<file path="config.mk">
export PLATFORM = sky130hd
export DESIGN_NAME = hazard_scoreboard_fwu_flat
export DESIGN_NICKNAME = d
export VERILOG_FILES = /design/src/rtl/hazard_scoreboard_fwu_if.sv /design/src/rtl/hazard_scoreboard_fwu.sv /design/src/flat_wrapper.sv
export SDC_FILE = /design/constraint.sdc
export NUM_CORES = 1
export LEC_CHECK = 0
export ABC_AREA = 0
export CORE_UTILIZATION = 40
export DETAILED_ROUTE_END_ITERATION = 10
export PLACE_DENSITY = 0.66
export SKIP_CTS_REPAIR_TIMING = 1
export SLEW_MARGIN = 10
export SYNTH_ARGS = -nofsm -noshare
export SYNTH_HDL_FRONTEND = slang
export SYNTH_SLANG_ARGS = --single-unit
</file>
<file path="constraint.sdc">
create_clock -name clk -period 2.7 [get_ports clk]
set_input_delay 0.27 -clock clk [delete_from_list [all_inputs] [get_ports clk]]
set_output_delay 0.27 -clock clk [all_outputs]
set_load 0.01 [all_outputs]
</file>
<file path="src/rtl/hazard_scoreboard_fwu_if.sv">
// Handshake bundle between ID/EX pipeline control and the hazard/scoreboard unit.
// The pipeline side is the master; the hazard unit is the slave.
interface hazard_scoreboard_fwu_if #(
    parameter int AW              = 5,
    parameter int NUM_SRC         = 2,
    parameter int MAX_OUTSTANDING = 4
);
    localparam int OW = $clog2(MAX_OUTSTANDING + 1);

    logic [NUM_SRC*AW-1:0] idRs;
    logic [NUM_SRC-1:0]    idRsUsed;
    logic [AW-1:0]         idRd;
    logic                  idRegWrite;
    logic                  idLong;
    logic [NUM_SRC*AW-1:0] idexRs;
    logic [AW-1:0]         idexRd;
    logic                  idexMemRead;
    logic [AW-1:0]         exmemRd;
    logic [AW-1:0]         memwbRd;
    logic                  exmemRegWrite;
    logic                  memwbRegWrite;
    logic                  lunIssue;
    logic                  lunDone;
    logic [AW-1:0]         lunDoneRd;
    logic [NUM_SRC*2-1:0]  fwdSel;
    logic                  stallId;
    logic [(1<<AW)-1:0]    busyMask;
    logic [OW-1:0]         outstanding;
    logic                  hazErr;

    modport master (
        output idRs, idRsUsed, idRd, idRegWrite, idLong, idexRs, idexRd, idexMemRead,
               exmemRd, memwbRd, exmemRegWrite, memwbRegWrite, lunIssue, lunDone, lunDoneRd,
        input  fwdSel, stallId, busyMask, outstanding, hazErr
    );

    modport slave (
        input  idRs, idRsUsed, idRd, idRegWrite, idLong, idexRs, idexRd, idexMemRead,
               exmemRd, memwbRd, exmemRegWrite, memwbRegWrite, lunIssue, lunDone, lunDoneRd,
        output fwdSel, stallId, busyMask, outstanding, hazErr
    );
endinterface

</file>
<file path="src/rtl/hazard_scoreboard_fwu.sv">
// Hazard unit for the 5-stage RV32I pipeline: EX operand forwarding, ID stall generation
// and a busy-register scoreboard for long-latency (mul/div) operations.
module hazard_scoreboard_fwu #(
    parameter int AW              = 5,
    parameter int NUM_SRC         = 2,
    parameter int MAX_OUTSTANDING = 4,
    parameter int STALL_TIMEOUT   = 64
) (
    input  logic                   clk,
    input  logic                   rst_n,
    hazard_scoreboard_fwu_if.slave hz
);
    localparam int NREG = 1 << AW;
    localparam int OW   = $clog2(MAX_OUTSTANDING + 1);
    localparam int CW   = (STALL_TIMEOUT > 0) ? $clog2(STALL_TIMEOUT + 1) : 1;

    logic [NREG-1:0]      busy_r;
    logic [NREG-1:0]      busy_next_s;
    logic [OW-1:0]        out_r;
    logic [OW-1:0]        out_next_s;
    logic [CW-1:0]        stall_cnt_r;
    logic [CW-1:0]        stall_cnt_next_s;
    logic                 haz_err_r;
    logic                 err_event_s;
    logic                 timeout_s;
    logic                 stall_s;
    logic [NUM_SRC*2-1:0] fwd_sel_s;

    // Per-source forwarding select; the younger EX/MEM result wins over MEM/WB.
    always_comb begin
        fwd_sel_s = '0;
        for (int i = 0; i < NUM_SRC; i++) begin
            if (hz.exmemRegWrite && (hz.exmemRd != '0) && (hz.exmemRd == hz.idexRs[i*AW +: AW])) begin
                fwd_sel_s[i*2 +: 2] = 2'b10;
            end else if (hz.memwbRegWrite && (hz.memwbRd != '0) && (hz.memwbRd == hz.idexRs[i*AW +: AW])) begin
                fwd_sel_s[i*2 +: 2] = 2'b01;
            end else begin
                fwd_sel_s[i*2 +: 2] = 2'b00;
            end
        end
    end

    // ID stall: load-use, RAW/WAW against the scoreboard, or long unit full.
    always_comb begin
        stall_s = 1'b0;
        for (int i = 0; i < NUM_SRC; i++) begin
            stall_s = stall_s
                    | (hz.idexMemRead & (hz.idexRd != '0) & hz.idRsUsed[i]
                       & (hz.idRs[i*AW +: AW] == hz.idexRd))
                    | (hz.idRsUsed[i] & busy_r[hz.idRs[i*AW +: AW]]);
        end
        stall_s = stall_s
                | (hz.idRegWrite & busy_r[hz.idRd])
                | (hz.idLong & (out_r == OW'(MAX_OUTSTANDING)));
    end

    // Scoreboard and in-flight count update; an issue overrides a same-cycle completion.
    always_comb begin
        busy_next_s = busy_r;
        out_next_s  = out_r;
        err_event_s = 1'b0;
        if (hz.lunDone) begin
            if ((hz.lunDoneRd != '0) && busy_r[hz.lunDoneRd]) begin
                busy_next_s[hz.lunDoneRd] = 1'b0;
            end else begin
                err_event_s = 1'b1;
            end
        end else begin
            busy_next_s = busy_r;
        end
        if (hz.lunIssue && (hz.idexRd != '0)) begin
            busy_next_s[hz.idexRd] = 1'b1;
        end else begin
            busy_next_s[0] = 1'b0;
        end
        busy_next_s[0] = 1'b0;
        case ({hz.lunIssue, hz.lunDone})
            2'b10: begin
                if (out_r == OW'(MAX_OUTSTANDING)) begin
                    err_event_s = 1'b1;
                end else begin
                    out_next_s = out_r + OW'(1);
                end
            end
            2'b01: begin
                if (out_r == '0) begin
                    err_event_s = 1'b1;
                end else begin
                    out_next_s = out_r - OW'(1);
                end
            end
            default: out_next_s = out_r;
        endcase
    end

    // Consecutive-stall watchdog, saturating at the timeout.
    always_comb begin
        stall_cnt_next_s = '0;
        timeout_s        = 1'b0;
        if (STALL_TIMEOUT == 0) begin
            stall_cnt_next_s = '0;
        end else if (stall_s) begin
            if (stall_cnt_r == CW'(STALL_TIMEOUT)) begin
                stall_cnt_next_s = stall_cnt_r;
            end else begin
                stall_cnt_next_s = stall_cnt_r + CW'(1);
            end
            timeout_s = (stall_cnt_next_s == CW'(STALL_TIMEOUT));
        end else begin
            stall_cnt_next_s = '0;
        end
    end

    // State registers; hazErr is sticky until reset.
    always_ff @(posedge clk or negedge rst_n) begin
        if (!rst_n) begin
            busy_r      <= '0;
            out_r       <= '0;
            stall_cnt_r <= '0;
            haz_err_r   <= 1'b0;
        end else begin
            busy_r      <= busy_next_s;
            out_r       <= out_next_s;
            stall_cnt_r <= stall_cnt_next_s;
            haz_err_r   <= haz_err_r | err_event_s | timeout_s;
        end
    end

    assign hz.fwdSel      = fwd_sel_s;
    assign hz.stallId     = stall_s;
    assign hz.busyMask    = busy_r;
    assign hz.outstanding = out_r;
    assign hz.hazErr      = haz_err_r;
endmodule

</file>
<file path="src/flat_wrapper.sv">
// flat-port wrapper written by rule: the top's interface ports become plain ports
module hazard_scoreboard_fwu_flat 
#(
    parameter int AW              = 5,
    parameter int NUM_SRC         = 2,
    parameter int MAX_OUTSTANDING = 4,
    parameter int STALL_TIMEOUT   = 64
)
  (clk, rst_n, hz_idRs, hz_idRsUsed, hz_idRd, hz_idRegWrite, hz_idLong, hz_idexRs, hz_idexRd, hz_idexMemRead, hz_exmemRd, hz_memwbRd, hz_exmemRegWrite, hz_memwbRegWrite, hz_lunIssue, hz_lunDone, hz_lunDoneRd, hz_fwdSel, hz_stallId, hz_busyMask, hz_outstanding, hz_hazErr);
  hazard_scoreboard_fwu_if #(.AW(AW), .NUM_SRC(NUM_SRC), .MAX_OUTSTANDING(MAX_OUTSTANDING)) hz_i ();
  input  logic clk;
  input  logic rst_n;
  input wire logic [$bits(hz_i.idRs)-1:0] hz_idRs;
  input wire logic [$bits(hz_i.idRsUsed)-1:0] hz_idRsUsed;
  input wire logic [$bits(hz_i.idRd)-1:0] hz_idRd;
  input wire logic [$bits(hz_i.idRegWrite)-1:0] hz_idRegWrite;
  input wire logic [$bits(hz_i.idLong)-1:0] hz_idLong;
  input wire logic [$bits(hz_i.idexRs)-1:0] hz_idexRs;
  input wire logic [$bits(hz_i.idexRd)-1:0] hz_idexRd;
  input wire logic [$bits(hz_i.idexMemRead)-1:0] hz_idexMemRead;
  input wire logic [$bits(hz_i.exmemRd)-1:0] hz_exmemRd;
  input wire logic [$bits(hz_i.memwbRd)-1:0] hz_memwbRd;
  input wire logic [$bits(hz_i.exmemRegWrite)-1:0] hz_exmemRegWrite;
  input wire logic [$bits(hz_i.memwbRegWrite)-1:0] hz_memwbRegWrite;
  input wire logic [$bits(hz_i.lunIssue)-1:0] hz_lunIssue;
  input wire logic [$bits(hz_i.lunDone)-1:0] hz_lunDone;
  input wire logic [$bits(hz_i.lunDoneRd)-1:0] hz_lunDoneRd;
  output wire logic [$bits(hz_i.fwdSel)-1:0] hz_fwdSel;
  output wire logic [$bits(hz_i.stallId)-1:0] hz_stallId;
  output wire logic [$bits(hz_i.busyMask)-1:0] hz_busyMask;
  output wire logic [$bits(hz_i.outstanding)-1:0] hz_outstanding;
  output wire logic [$bits(hz_i.hazErr)-1:0] hz_hazErr;
  assign hz_i.idRs = hz_idRs;
  assign hz_i.idRsUsed = hz_idRsUsed;
  assign hz_i.idRd = hz_idRd;
  assign hz_i.idRegWrite = hz_idRegWrite;
  assign hz_i.idLong = hz_idLong;
  assign hz_i.idexRs = hz_idexRs;
  assign hz_i.idexRd = hz_idexRd;
  assign hz_i.idexMemRead = hz_idexMemRead;
  assign hz_i.exmemRd = hz_exmemRd;
  assign hz_i.memwbRd = hz_memwbRd;
  assign hz_i.exmemRegWrite = hz_exmemRegWrite;
  assign hz_i.memwbRegWrite = hz_memwbRegWrite;
  assign hz_i.lunIssue = hz_lunIssue;
  assign hz_i.lunDone = hz_lunDone;
  assign hz_i.lunDoneRd = hz_lunDoneRd;
  assign hz_fwdSel = hz_i.fwdSel;
  assign hz_stallId = hz_i.stallId;
  assign hz_busyMask = hz_i.busyMask;
  assign hz_outstanding = hz_i.outstanding;
  assign hz_hazErr = hz_i.hazErr;
  hazard_scoreboard_fwu #(.AW(AW), .NUM_SRC(NUM_SRC), .MAX_OUTSTANDING(MAX_OUTSTANDING), .STALL_TIMEOUT(STALL_TIMEOUT)) u_core (.clk(clk), .rst_n(rst_n), .hz(hz_i));
endmodule
</file>
[Word level (Yosys, flattened, before mapping)]
Index checks and enable logic that the tools add are counted.
Word-level totals
  flip-flop bits (word level): 42
  bits of input ports: 56
  output and inout port bits: 41
  word-level logic and storage cells: 94
Cells by class
  add/subtract/negate cells: 3
  magnitude comparators: 7
  equal/unequal tests: 13
  multiplexer cells: 31
  bitwise gates (word level): 19
  reduce and logical (&&, ||, !) cells: 17
Operators with widths (count)
  2-to-1 mux 32 bit: 2
  bitwise AND 32 bit: 1
  NOT 32 bit: 1
  OR 32 bit: 1
  2-to-1 mux 31 bit: 1
  equality test 5 bit: 6
  < comparator 5 x 6 -> 1 bit (second input constant): 5
  2-to-1 mux 7 bit: 3
  binary-select mux 1 bit (select 5 bit): 4
  nonzero test 5 bit: 4
  equality test 7 bit (second input constant): 2
  2-to-1 mux 1 bit: 13
  demux 1 bit (select 5 bit): 2
  greater-or-equal comparator 5 x 1 -> 1 bit (second input constant): 2
  logical AND 1 bit: 10
  bitwise AND 1 bit: 9
  adder 7 x 1 -> 7 bit (second input constant): 1
  OR 1 bit: 7
  2-to-1 mux 3 bit: 2
  one-hot mux 3 bit (2 select lines): 1
  2-to-1 mux 2 bit: 2
  != test 2 bit (second input constant): 2
  adder 3 x 1 -> 3 bit (second input constant): 1
  equality test 3 bit (second input constant): 1
  7 further kinds: 7

[Longest topological paths before layout]
Gate-level depths: netlist of run 1.
  depth after elaboration: 13
  gate-level depth with buffers: 8
  depth with buffers taken out: 7

[Worst setup path before layout of run 1]
OpenSTA, ideal clock, no wires.
  path kind: input to output
  start: in hz_idRs[6]
  end: out hz_stallId
  arrival: 2.330 ns
  required time: 2.430 ns
  setup slack: 0.100 ns
  cell stages on the path: 7
  buffers on the path: 1
  cell sequence: clkbuf_1 mux4_2 or4b_1 o41a_1 and4_4 a2111oi_4 inv_1
Between the ends
  word-level cells in the longest chain between the ends: 6
  elaborated cells on any way between the ends: 9
  classes of those cells: eq/ne: 1; mux: 2; bitwise: 6
Ends and longest elaborated chain
  start, declared: RTL line flat_wrapper.sv:13  | input wire logic [$bits(hz_i.idRs)-1:0] hz_idRs;
  binary-select mux 1 bit (select 5 bit) or equality test 5 bit (tied branches): RTL line hazard_scoreboard_fwu.sv:50, hazard_scoreboard_fwu.sv:49
  2-to-1 mux 1 bit (not written as such) or bitwise AND 1 bit (tied branches): RTL line hazard_scoreboard_fwu.sv:50, hazard_scoreboard_fwu.sv:49
  bitwise AND 1 bit or OR 1 bit (tied branches): RTL line hazard_scoreboard_fwu.sv:50, hazard_scoreboard_fwu.sv:48
  OR 1 bit (*): RTL line hazard_scoreboard_fwu.sv:50  | | (hz.idRsUsed[i] & busy_r[hz.idRs[i*AW +: AW]]);
  OR 1 bit (*): RTL line hazard_scoreboard_fwu.sv:53  | | (hz.idRegWrite & busy_r[hz.idRd])
  OR 1 bit (*): RTL line hazard_scoreboard_fwu.sv:54  | | (hz.idLong & (out_r == OW'(MAX_OUTSTANDING)));
  end, declared: RTL line flat_wrapper.sv:29  | output wire logic [$bits(hz_i.stallId)-1:0] hz_stallId;
Mark *: on every way between the ends. The rest lies on a longest branch, timed or not. The select of a mux whose other input is x is not followed.

[Worst setup path in the final report of run 1]
Same ends and word-level chain as after synthesis.

==> metrics.md, run 1 <==
| Metric | Value |
|---|---|
| Run status | finished with violations |
| Violated checks | setup timing |
| H-tree depth | 2 |
| Sink Count | 42 |
| Post-Syn Nets | approximately 420 |
| Crit. End Element | output pin |
| DR vias/cell | between 5 and 6 |
| DR iter-0 viols | roughly 280 |
| Clock Latency Late Sink | 0.30 ns |
| Mapped Cells | approximately 360 |
| Core Box Area | around 8400 sq um |
| # DRC | 0 |
| Starting Density | approximately 42% |
| Std cell rows | 33 |
| Pins Over Slew Limit | 0 |
| Port bufs | 95 |
| Largest area contributor in the netlist | dfrtp_1 |
| Fin crit period | around 2.7 ns |
| Final setup viols | 1 |
| R2R cell count | 7 |
| Ys Warns | 0 |
| Final Hold Fails | 0 |
| Count of cell types in the netlist | between 50 and 60 |
| Post-Route Setup TNS | -0.00811 ns |
| Worst-case clock skew | about 0.0060 ns |
| WL/cell | 20.5 um |
| CTS tree | done |
| CP cell instances | clkdlybuf4s50_1 -> buf_4 -> mux4_2 -> mux2i_1 -> nand3b_1 -> and4_4 -> a2111oi_4 -> inv_1 -> dlymetal6s2s_1 |
| Layout Cells excl Fill | just over 600 |
| GR Overflow Total | 0 |
| Slowest stage delay, CP | ~0.56 ns |
| Vias | approximately 3.6k |
| Die W | about 96 um |
| Vias in the first global route | 3,550 |
| Post-DRT Antenna Nets | 0 |
| First-pass GRT wire length | approximately 19,000 um |
| Worst EP required | ~2.4 ns |
| DIE AREA | ~9200 sq um |
| Cell Area, Placed | slightly below 5000 sq um |
| Area share of the largest cell type after synthesis | 29.7% |
| Cells after DPL | between 500 and 600 |
| Layout cell share with drive strength beyond 1 | between 20 and 25% |
| Root Driver | clkbuf_8 |
| CP Class | input port to output pin |
| Mapped Area | 3540 sq um |
| #FFs+latches synth | 42 |
| Maximum number of pins on one net before global-route repair | between 40 and 50 |
| Sequential fraction of the synthesis area | 29.7% |
| Ant diodes | 0 |
| GRT Util Overall | approximately 28% |
| Largest fanout on the critical path | 4 |
| Area grow syn2layout | 44.6% |
| Chip Height | around 96 um |
| Max cap viols | 0 |
| Max Freq | 369 MHz |
| DPL Wire Length | between 9000 and 10,000 um |
| I/O Pins | between 90 and 100 |
| Placer's final routability congestion estimate | 0.934 |
| CTS buffer count | 5 |
| Initial antenna violation count | 0 |
| Clock Pin Slew Worst Setup and Hold Paths | 0.08 ns |
| Final WL | roughly 12,000 um |
| Critical Path AT | approximately 2.4 ns |
| Max Root-Sink Buffers | 2 |
| Synth Area per Inst | between 9 and 10 sq um |
| VDD IR max | ~0.39 mV |
| Worst slew pin tran | ~0.94 ns |
| Post-synth EDFFs | 0 |
| Final Instance Area | 5120 sq um |
| Final Cycle Share | 100% |
| First-pass iteration count of the detailed router | 5 |
| Top post-synthesis cells by area | dfrtp_1 30%, mux4_2 17%, xor2_1 6.4%, o21ai_0 6.2%, nand2_1 4.1% |
| P_leak | 2.16 nW |
| Fraction of registers with async set/reset | 100% |
| P per Cell Area | roughly 620 nW/um^2 |
| RSZ-0062 raised after global routing | true |
| HP Class | input port to asynchronous set/reset pin |
| Post-route setup slack | -0.00811 ns |
| Crit-path slowest cell | clkdlybuf4s50_1 |
| Final nets | 560 |
| Top_reg_cell synth | dfrtp_1 |
| Rel. slew slack | between 30% and 40% |
| Critical Path Start Type | input port |
[flip-flops by register name (all words and copies together) (netlist names)]
name / count
u_core.hz.outstanding: 3
u_core.hz.hazErr: 1
u_core.stall_cnt_r: 7
u_core.hz.busyMask: 31
[cells in the final DEF (no fill, tap or decap), types with 5 or more instances in the layout]
cell type	n
mux2i_1	13
nor3_1	6
nand3b_1	8
nand2_1	39
xor2_1	26
xnor2_1	13
a21oi_1	6
nor2_1	17
nor2b_1	5
o21ai_0	42
dlymetal6s2s_1	8
nor4_1	5
dfrtp_1	39
a22o_1	9
clkbuf_8	5
nand3_1	11
buf_4	54
inv_1	10
clkdlybuf4s50_1	86
mux4_2	27
mux2_2	6
[worst max-delay path: cells and delay by family]
kind,cells,cell delay [ns]
simple gates,2,0.29
mux,2,0.69
buf+inv,4,0.98
compound gates,1,0.21
[layer usage]
| metal | vias to the layer above | part of all wire (%) | GRT usage (%) |
|---|---|---|---|
| li1 | 1626 | - | - |
| met1 | 1772 | 41 | 36.6 |
| met2 | 188 | 48 | 45.3 |
| met3 | 38 | 7.9 | 3.87 |
| met4 | 0 | 2.6 | 11.7 |
| met5 | - | 0 | 0 |
[final timing paths]
check / from / end / slack [ns]
max reg2reg: u_core.hz.busyMask[10]$_DFF_PN0_ / u_core.stall_cnt_r[5]$_DFF_PN0_ / 0.33
min reg2reg: u_core.hz.hazErr$_DFF_PN0_ / u_core.hz.hazErr$_DFF_PN0_ / 0.52
max: hz_idRs[6] / hz_stallId / -0.008
max in group asynchronous: rst_n / u_core.hz.busyMask[23]$_DFF_PN0_ / 1.97
min: rst_n / u_core.hz.busyMask[19]$_DFF_PN0_ / 0.10
min in group clk: u_core.hz.hazErr$_DFF_PN0_ / u_core.hz.hazErr$_DFF_PN0_ / 0.52
[layout make-up]
cell class	instances	area [sq um]
clock buffer	6	72.6
clock inverter	2	37.5
fill	736	3260
inverter	10	37.5
multi-input combinational	289	2380
sequential	42	1050
tap	105	131
timing repair buffer	151	1410
[report_power, final]
part / switching (mW) / total (mW) / internal [mW] / leakage, nW
registers: 0.297 / 1.10 / 0.799 / 0.500
clock network: 0.229 / 0.505 / 0.276 / 0.0514
logic: 0.646 / 1.57 / 0.922 / 1.61
total: 1.17 / 3.17 / 2.00 / 2.16
[synth_stat cells, drive strengths merged, types with 2 or more instances]
| master | instances |
|---|---|
| o21ai | 45 |
| dfrtp | 42 |
| nand2 | 39 |
| mux4 | 27 |
| xor2 | 26 |
| clkbuf | 17 |
| nor2 | 17 |
| mux2i | 14 |
| xnor2 | 13 |
| nand3 | 11 |
| inv | 10 |
| a22o | 9 |
| nand3b | 8 |
| mux2 | 7 |
| a21oi | 6 |
| nor3 | 6 |
| nor2b | 5 |
| nor4 | 5 |
| buf | 4 |
| ha | 4 |
| nor3b | 4 |
| or2 | 4 |
| or4 | 4 |
| a211oi | 3 |
| and4 | 3 |
| a31oi | 2 |
| and3 | 2 |
| and4b | 2 |
| nand2b | 2 |
| or3 | 2 |
[stage by stage]
step | hold WS (ns) | util (%) | setup WS [ns] | power, mW
6_report | 0.105 | 61.1 | -0.00811 | 3.17
3_5_place_dp | 0.467 | 59.4 | -0.511 | 2.63
2_1_floorplan | -0.0256 | - | 0.0999 | 1.76
4_1_cts | 0.140 | 60.7 | -0.520 | 3.14
3_3_place_gp | 0.454 | 59.4 | -0.501 | 2.60
5_1_grt | 0.173 | 61.1 | -0.0991 | 3.35
[cells by family (layout without fill, tap and decap cells)]
group / count (synthesis) / count (layout) / share of synthesized area [%]
simple gates: 119 / 119 / 17.8
mux: 48 / 48 / 23.3
flops: 42 / 42 / 29.7
xor+xnor: 39 / 39 / 9.64
other cells: 1 / 1 / 0.106
buf+inv: 31 / 169 / 3.64
compound gates: 77 / 77 / 13.9
fa+ha+maj: 5 / 5 / 1.98
(Power assumes the default switching activity.)
==> run 2, diff against run 1 <==
CORE_MARGIN = 3   (was not set)
SLEW_MARGIN = not set   (was 10)
==> run 2 against run 1 <==
Against the previous run: clock power decreased by 14%; sequential power about the same; global-route usage decreased by 3.8 points; flip-flop and latch count unchanged; the flow now finishes without violations; cell count decreased by 1.8%; critical path depth decreased by 2; clock skew about the same; power decreased by 5.3%; sequential share of layout area increased by 0.50 points; critical endpoint unchanged.
==> metrics.md, run 2 (synthesis gave the netlist of run 1 again) <==
| Metric | Value |
|---|---|
| Die W | 100 um (+4.2%) |
| Largest fanout on the critical path | 2 (-2) |
| Vias in the first global route | 3,660 (+3.1%) |
| DR iter-0 viols | 235 (-15%) |
| Final WL | 11,600 um (-6.2%) |
| Final setup viols | 0 (-1) |
| I/O Pins | 97 (unchanged) |
| Cells after DPL | 586 (-1.8%) |
| Reg-to-reg startpoint | u_core.hz.busyMask[11]$_DFF_PN0_ |
| DPL Wire Length | 9340 um (-3.8%) |
| Run status | complete, no violations |
| Starting Density | 42.1% (-0.21 points) |
| CTS tree | done |
| Root Driver | clkbuf_8 |
| Final Instance Area | 4980 sq um (-2.7%) |
| Fin crit period | 2.63 ns (-0.0775 ns) |
| Chip Height | 100 um (+4.2%) |
| Initial antenna violation count | 0 (unchanged) |
| FF-to-FF setup slack | 0.37 ns (+0.04 ns) |
| P_leak | 2.07 nW (-4.0%) |
| Max Root-Sink Buffers | 2 (unchanged) |
| # DRC | 0 (unchanged) |
| Final Cycle Share | 97.4% (-2.9 points) |
| Commonest non-fill, non-tap cell in the layout | clkdlybuf4s50_1 |
| Placer's final routability congestion estimate | 0.931 (-0.37%) |
| HP Class | input port to asynchronous set/reset pin |
| Pre-CTS setup slack | -0.549 ns (-0.0373 ns) |
| Maximum number of pins on one net before global-route repair | 43 (unchanged) |
| GR Overflow Total | 0 (unchanged) |
| Layout cell share with drive strength beyond 1 | 19.6% (-2.4 points) |
| Slowest stage delay, CP | 0.47 ns (-0.09 ns) |
| Worst EP required | 2.43 ns (about the same) |
| H-tree depth | 2 (unchanged) |
| Ant diodes | 0 (unchanged) |
| CP bufs+invs | 2 (-2) |
| Max cap viols | 0 (unchanged) |
| Std cell rows | 33 (unchanged) |
| Clock Pin Slew Worst Setup and Hold Paths | 0.08 ns (about the same) |
| Worst r2r dst | u_core.stall_cnt_r[5]$_DFF_PN0_ |
| CP Class | flop to output pin |
| GRT Util Overall | 23.9% (-3.8 points) |
| Critical Path Start Type | flop |
| VDD IR max | 0.347 mV (-12%) |
| Max Freq | 380 MHz (+2.9%) |
| CP top delay family | simple AND/OR/NAND/NOR gates |
| Cell Area, Placed | 4870 sq um (-2.2%) |
| Worst slew pin tran | 0.920 ns (-0.0169 ns) |
| CTS buffer count | 5 (unchanged) |
| First-pass iteration count of the detailed router | 5 (unchanged) |
| RSZ-0062 raised after global routing | true |
| First-pass GRT wire length | 18,600 um (-0.44%) |
| Layout Cells excl Fill | 594 (-1.8%) |
| Critical Path AT | 2.36 ns (-0.08 ns) |
| P per Cell Area | 602 nW/um^2 (-2.7%) |
| Port bufs | 95 (unchanged) |
| WL/cell | 19.6 um (-4.4%) |
| DR vias/cell | 5.98 (-0.14%) |
| Pins Over Slew Limit | 0 (unchanged) |
| Sink Count | 42 (unchanged) |
| Post-DRT Antenna Nets | 0 (unchanged) |
| Worst-case clock skew | 0.00567 ns (-0.000325 ns) |
| Most frequent cells in the layout | 86 x clkdlybuf4s50_1, 44 x buf_4, 43 x o21ai_0, 42 x dfrtp_1, 39 x nand2_1 |
| Post-route setup slack | 0.0694 ns (+0.0775 ns) |
| Final Hold Fails | 0 (unchanged) |
| Total power | 3.00 mW (-5.3%) |
| R2R cell count | 7 (unchanged) |
| Crit-path slowest cell | mux4_2 |
| Rel. slew slack | 38.7% (+1.1 points) |
| Clock Latency Late Sink | 0.30 ns (about the same) |
| Vias | 3,553 (-2.0%) |
| DIE AREA | 10,000 sq um (+8.5%) |
| Crit. End Element | output pin |
| CP cell instances | mux4_2 -> or4b_1 -> o41a_1 -> and4_4 -> a2111oi_4 -> inv_1 -> clkbuf_2 |
| Worst hold slack | 0.0975 ns (-0.00719 ns) |
| Area grow syn2layout | 40.6% |
| Final nets | 549 (-2.0%) |
| Core Box Area | 8420 sq um (+0.49%) |
| Max reg flops | 31 (unchanged) |
run 2: worst reg2reg max path: cells and delay by family (launching register included):
kind,cells,cell delay (ns)
buf+inv,1,0.21
flops,1,0.40
mux,1,0.48
simple gates,2,0.67
compound gates,3,0.47
run 2: worst max path at each step:
stage	depth (start not counted)	end	from	slack (ns)
final	7	hz_stallId	u_core.hz.busyMask[11]$_DFF_PN0_	0.07
after global routing	7	hz_stallId	u_core.hz.busyMask[11]$_DFF_PN0_	-0.06
after CTS	8	hz_stallId	hz_idRs[5]	-0.55
after detailed placement	8	hz_stallId	hz_idRs[5]	-0.55
after global placement	8	hz_stallId	hz_idRs[5]	-0.49
after floorplan	7	hz_stallId	hz_idRs[6]	0.1
run 2: metrics by stage:
| stage | util, % | setup TNS, ns |
|---|---|---|
| 6_report | 59.2 | 0 |
| 3_5_place_dp | 57.8 | -1.66 |
| 2_1_floorplan | - | 0 |
| 4_1_cts | 58.9 | -0.581 |
| 5_1_grt | 59.2 | -0.0568 |
| 3_3_place_gp | 57.8 | -1.23 |
run 2: area by class of cell:
cell class	count	area [sq um]
multi-input cells	289	2370
flip-flops and latches	42	1050
inverters	10	37.5
well taps	105	131
clock inverters	2	12.5
repair buffers	140	1300
fillers	744	3440
clock buffers	6	82.6
run 2: routing by layer:
layer	vias up	global-route usage [%]	wire length [um]
met5	-	0	0
met4	0	8.81	313
met3	28	4.31	1210
met2	228	38.4	5330
met1	1686	32.3	4760
li1	1611	-	-
run 2: report_power, final:
| group | internal, mW | total (mW) | switching, mW |
|---|---|---|---|
| combinational | 0.874 | 1.48 | 0.605 |
| clock | 0.206 | 0.435 | 0.229 |
| sequential | 0.797 | 1.09 | 0.288 |
